[src/rtl/riscv_test_monitor.sv]
// riscv_test_monitor: snoops register-file writes of a riscv-tests program and latches a pass/fail/timeout verdict.
module riscv_test_monitor #(
    parameter int DATA_W      = 32,
    parameter int ADDR_W      = 5,
    parameter int DONE_REG    = 26,
    parameter int PASS_REG    = 27,
    parameter int CASE_REG    = 3,
    parameter int SETTLE_CYC  = 2,
    parameter int TIMEOUT_CYC = 100000,
    parameter int CNT_W       = 32
) (
    input  logic              clk,
    input  logic              rst_n,
    input  logic              clear_i,
    input  logic              rd_we_i,
    input  logic [ADDR_W-1:0] rd_addr_i,
    input  logic [DATA_W-1:0] rd_data_i,
    output logic              test_done_o,
    output logic              test_pass_o,
    output logic              test_timeout_o,
    output logic [DATA_W-1:0] fail_case_o,
    output logic [CNT_W-1:0]  cycle_cnt_o
);
    typedef enum logic [1:0] {RUN, SETTLE, DONE, TIMEOUT} state_t;

    localparam logic [CNT_W-1:0] TO_LAST     = CNT_W'(TIMEOUT_CYC - 1);
    localparam logic [7:0]       SETTLE_LAST = 8'(SETTLE_CYC);

    state_t            state, state_n;
    logic [DATA_W-1:0] sh_pass, sh_pass_n, sh_case, sh_case_n;
    logic [7:0]        settle, settle_n;
    logic [CNT_W-1:0]  cnt, cnt_n;
    logic              live, wr, done_wr, to_hit;

    always_comb begin
        live      = state inside {RUN, SETTLE};
        wr        = live && rd_we_i && rd_addr_i != '0;
        done_wr   = wr && rd_addr_i == ADDR_W'(DONE_REG) && rd_data_i == DATA_W'(1);
        to_hit    = TIMEOUT_CYC != 0 && cnt == TO_LAST;
        sh_pass_n = wr && rd_addr_i == ADDR_W'(PASS_REG) ? rd_data_i : sh_pass;
        sh_case_n = wr && rd_addr_i == ADDR_W'(CASE_REG) ? rd_data_i : sh_case;
        cnt_n     = live && cnt != '1 ? cnt + 1'b1 : cnt;
        settle_n  = state == SETTLE ? settle + 8'd1 : settle;
        // a done write beats a coinciding watchdog expiry
        state_n   = state == RUN    ? (done_wr ? (SETTLE_CYC == 0 ? DONE : SETTLE) : to_hit ? TIMEOUT : RUN) :
                    state == SETTLE ? (settle == SETTLE_LAST ? DONE : SETTLE) : state;
        if (clear_i) begin
            state_n   = RUN;
            sh_pass_n = '0;
            sh_case_n = '0;
            settle_n  = '0;
            cnt_n     = '0;
        end
    end

    always_ff @(posedge clk or negedge rst_n) begin
        if (!rst_n) begin
            state   <= RUN;
            sh_pass <= '0;
            sh_case <= '0;
            settle  <= '0;
            cnt     <= '0;
        end else begin
            state   <= state_n;
            sh_pass <= sh_pass_n;
            sh_case <= sh_case_n;
            settle  <= settle_n;
            cnt     <= cnt_n;
        end
    end

    assign test_done_o    = state == DONE || state == TIMEOUT;
    assign test_pass_o    = state == DONE && sh_pass == DATA_W'(1);
    assign test_timeout_o = state == TIMEOUT;
    assign fail_case_o    = test_done_o && !test_pass_o ? sh_case : '0;
    assign cycle_cnt_o    = cnt;
endmodule

[config.mk]
export PLATFORM = sky130hd
export DESIGN_NAME = riscv_test_monitor
export DESIGN_NICKNAME = d
export VERILOG_FILES = /design/src/rtl/riscv_test_monitor.sv
export SDC_FILE = /design/constraint.sdc
export NUM_CORES = 1
export LEC_CHECK = 0
export BUFFER_PORTS_ARGS = -buffer_cell sky130_fd_sc_hd__buf_2
export CAP_MARGIN = 0
export CELL_PAD_IN_SITES_DETAIL_PLACEMENT = 0
export CELL_PAD_IN_SITES_GLOBAL_PLACEMENT = 1
export CORE_AREA = 5 5 125 127
export DETAILED_ROUTE_END_ITERATION = 7
export DIE_AREA = 0 0 130 132
export PLACE_DENSITY = 0.73
export RECOVER_POWER = 25
export SKIP_CTS_REPAIR_TIMING = 1
export SLEW_MARGIN = 20
export SYNTH_ARGS = -nofsm -noshare
export SYNTH_HDL_FRONTEND = slang
export SYNTH_SLANG_ARGS = --single-unit
[constraint.sdc]
create_clock -name clk -period 2.4 [get_ports clk]
set_clock_uncertainty 0.2 [all_clocks]
set_input_delay 0.12 -clock clk [delete_from_list [all_inputs] [get_ports clk]]
set_output_delay 0.12 -clock clk [all_outputs]
set_load 0.03 [all_outputs]
==> results.tsv <==
stage	metric	value	unit
grt	antenna_found_initial	0	
logic_synthesis	syn_area	5320	µm²
logic_synthesis	syn-num-nets	614	
run	cap_violations	0	
clock_tree	clk_pin_slew	0.07	ns
floorplan	ios	108	
clock_tree	tritoncts	built	
routing	wire_per_inst	15.8	µm
logic_synthesis	netlist_instances	570	
logic_synthesis	synth_top_family_by_area	simple AND/OR/NAND/NOR gates	
outcome	outcome	finished, final reports clean	
logic_synthesis	ys_ff_latch	106	
worst_hold_path	hold_class	input port to flop	
floorplan	die_w	130	µm
clock_tree	cts_max_path_buffers	2	
clock_tree	cts_buffers	9	
grt	grt_pass1_wl	24400	µm
clock_tree	htree_levels	3	
timing	layout_setup_ws	0.00409	ns
timing	rsz0062_at_grt	yes	
setup_path	crit_type	flop to output port	
timing	final-setup-viol-count	0	
final_layout	antenna_cells	0	
grt	grt_pass1_vias	4793	
final_layout	finalNetCount	782	
timing	fmax	0.417	GHz
placed_design	portBuffers	107	
timing	final_hold_viol_count	0	
setup_path	crit_required	2.08	ns
logic_synthesis	ys_types	43	
setup_path	worstSetupEndpointType	output port	
routing	wl_met1	6740	µm
routing	post-route-drc-count	0	
routing	vias	4884	
routing	drt_wl_total	14700	µm
routing	wl_met3	705	µm
logic_synthesis	synthTopCellsByArea	dfrtp_1, mux2i_1, nand2_1, a21oi_1, nor2_1	
placed_design	place_inst	875	
final_layout	fin_cells	927	
final_layout	area_delta_synth_final	34.0	%
logic_synthesis	yosysMostFrequentCell	dfrtp_1	
timing	fin_crit_sh	99.8	%
routing	wl_met2	6940	µm
logic_synthesis	synthMuxAreaShare	7.29	%
logic_synthesis	ys_top_cells_by_count	dfrtp_1, nand2_1, a21oi_1, nor2_1, and2_1	
power_and_ir_drop	p_leak	3.47	nW
logic_synthesis	synthArstFlopShare	100	%
clock_tree	cts.sinks	106	
routing	vias_per_cell	5.27	
placed_design	post-dp-hpwl	10500	µm
placed_design	place_ws	0.0419	ns
logic_synthesis	yosysTopAreaCell	dfrtp_1	
clock_tree	cts-root-buf	clkbuf_16	
setup_path	crit_path_max_fanout	16	
routing	ant_nets	0	
final_layout	nFillCells	1346	
final_layout	drive_above_1_share	27.2	%
timing	slew_viol_final	0	
clock_tree	insertion_delay	0.35	ns
power_and_ir_drop	vdd_drop_max	0.287	mV
setup_path	worstSetupStartpointType	flop	
floorplan	std_cell_rows	44	
grt	gr-total-overflow	0	
final_layout	multi_input_area	2580	µm²
logic_synthesis	synth_edf_count	0	
timing	maxSlewHeadroom	22.0	%
logic_synthesis	synth_flop_cell	dfrtp_1	
floorplan	core	14300	µm²
logic_synthesis	syn_avg_cell_area	9.33	µm²
placed_design	gp_congestion	0.805	
logic_synthesis	synth_top_area_share	49.9	%
logic_synthesis	yosys.area_share.simple	28.6	%
timing	fin_crit	2.40	ns
setup_path	arrival	2.08	ns
grt	grt_max_degree	48	
logic_synthesis	yosysWarnings	0	
logic_synthesis	synth-xor-area-share	1.32	%
final_layout	seq_area	2660	µm²
floorplan	dieArea	17200	µm²
logic_synthesis	synth_fa_ha_area_share	0.706	%
logic_synthesis	yosysSeqAreaShare	49.9	%
power_and_ir_drop	powerDensity	503	nW/µm²
timing	finalHoldWorstSlack	0.0105	ns
floorplan	start_util	37.2	%
grt	grtUsageTotal	17.4	%
routing	top_layer_used	met4	
floorplan	die_height	132	µm
timing	worstMarginPinSlew	1.17	ns
routing	dr.pass1.iters	4	
logic_synthesis	synth_compound_area_share	9.18	%
routing	drtIter0Drc	277	
-- routing by layer --
| layer | global-route usage [%] | up-vias |
|---|---|---|
| li1 | - | 2357 |
| met1 | 24.5 | 2391 |
| met2 | 26.8 | 117 |
| met3 | 3.12 | 19 |
| met4 | 6.35 | 0 |
| met5 | 0 | - |
-- layout by cell type, fill, tap and decap left out, types with 4 or more instances in the layout --
cell and n:
buf_4 42, o31ai_1 10, mux2i_1 32, nor2b_1 7
nand4_1 11, or3_1 15, o21ai_0 11, nand2_1 83
buf_2 101, dfrtp_1 99, inv_1 7, dfrtp_2 7
buf_6 8, clkbuf_16 9, xor2_1 5, nor3_1 6
mux2_2 4, a21oi_1 57, nand3_1 15, and4_1 5
nor2_1 57, nor4_1 16, or4_1 13, and2_1 32
nor4b_1 4, dlygate4sd3_1 33
-- metrics by stage --
stage	setup TNS, ns	total power [W]	util, %	instance area [µm²]
after detailed placement	0	0.00204	44.5	6370
after CTS	-8.61	0.00360	46.7	6680
final	0	0.00358	49.8	7120
after floorplan	-0.0426	0.00191	-	5330
after global routing	-3.43	0.00374	49.8	7120
after global placement	0	0.00204	44.5	6370
-- worst max-delay path, stage by stage (launching register included) --
cell	delay (ns)
dfrtp_1	0.41
nor4b_4	0.30
nand4_1	0.14
nor3_2	0.27
nor2b_2	0.10
buf_6	0.16
and2_1	0.17
buf_2	0.18
-- flip-flops by register name (all words and copies together), names as in the netlist --
signal	count
cycle_cnt_o	32
sh_pass	32
settle	8
sh_case	32
state	2
-- report_power, final --
part | leakage, nW | internal, W | switching (W) | total, W
Sequential | 1.47 | 0.00180 | 0.00000970 | 0.00181
Clock | 0.154 | 0.000851 | 0.000691 | 0.00154
Combinational | 1.85 | 0.0000974 | 0.000138 | 0.000235
-- layout make-up --
type                    count  area share [%]
clock inverters             6            1.04
inverters                   7           0.369
repair buffers            189            18.4
well taps                 184            3.23
clock buffers              10            3.35
multi-input cells         425            36.2
flip-flops and latches    106            37.4
-- logic make-up (layout without fill, tap and decap cells) --
kind of cell / Yosys count / after routing
XOR/XNOR: 8 / 8
multiplexers: 38 / 38
buffers and inverters: 39 / 212
AO/OA/AOI/OAI: 87 / 87
AND/OR/NAND/NOR: 289 / 289
adder cells (fa/ha/maj): 3 / 3
flip-flops: 106 / 106
-- final timing paths --
| kind | from | endpoint | slack (ns) | depth (start not counted) |
|---|---|---|---|---|
| hold / removal | clear_i | sh_case[7]$_DFFE_PN0P_ | 0.01 | 2 |
| min in group asynchronous | rst_n | cycle_cnt_o[26]$_DFFE_PN0P_ | 0.34 | 2 |
| hold reg to reg | sh_case[22]$_DFFE_PN0P_ | sh_case[22]$_DFFE_PN0P_ | 0.32 | 2 |
| setup reg to reg | cycle_cnt_o[0]$_DFFE_PN0P_ | cycle_cnt_o[14]$_DFFE_PN0P_ | 0.10 | 5 |
| max in group asynchronous | rst_n | sh_pass[26]$_DFFE_PN0P_ | 0.51 | 3 |
| setup / recovery | sh_pass[31]$_DFFE_PN0P_ | fail_case_o[7] | 0.004 | 7 |
No activity file was read; power rests on OpenSTA's default activity.
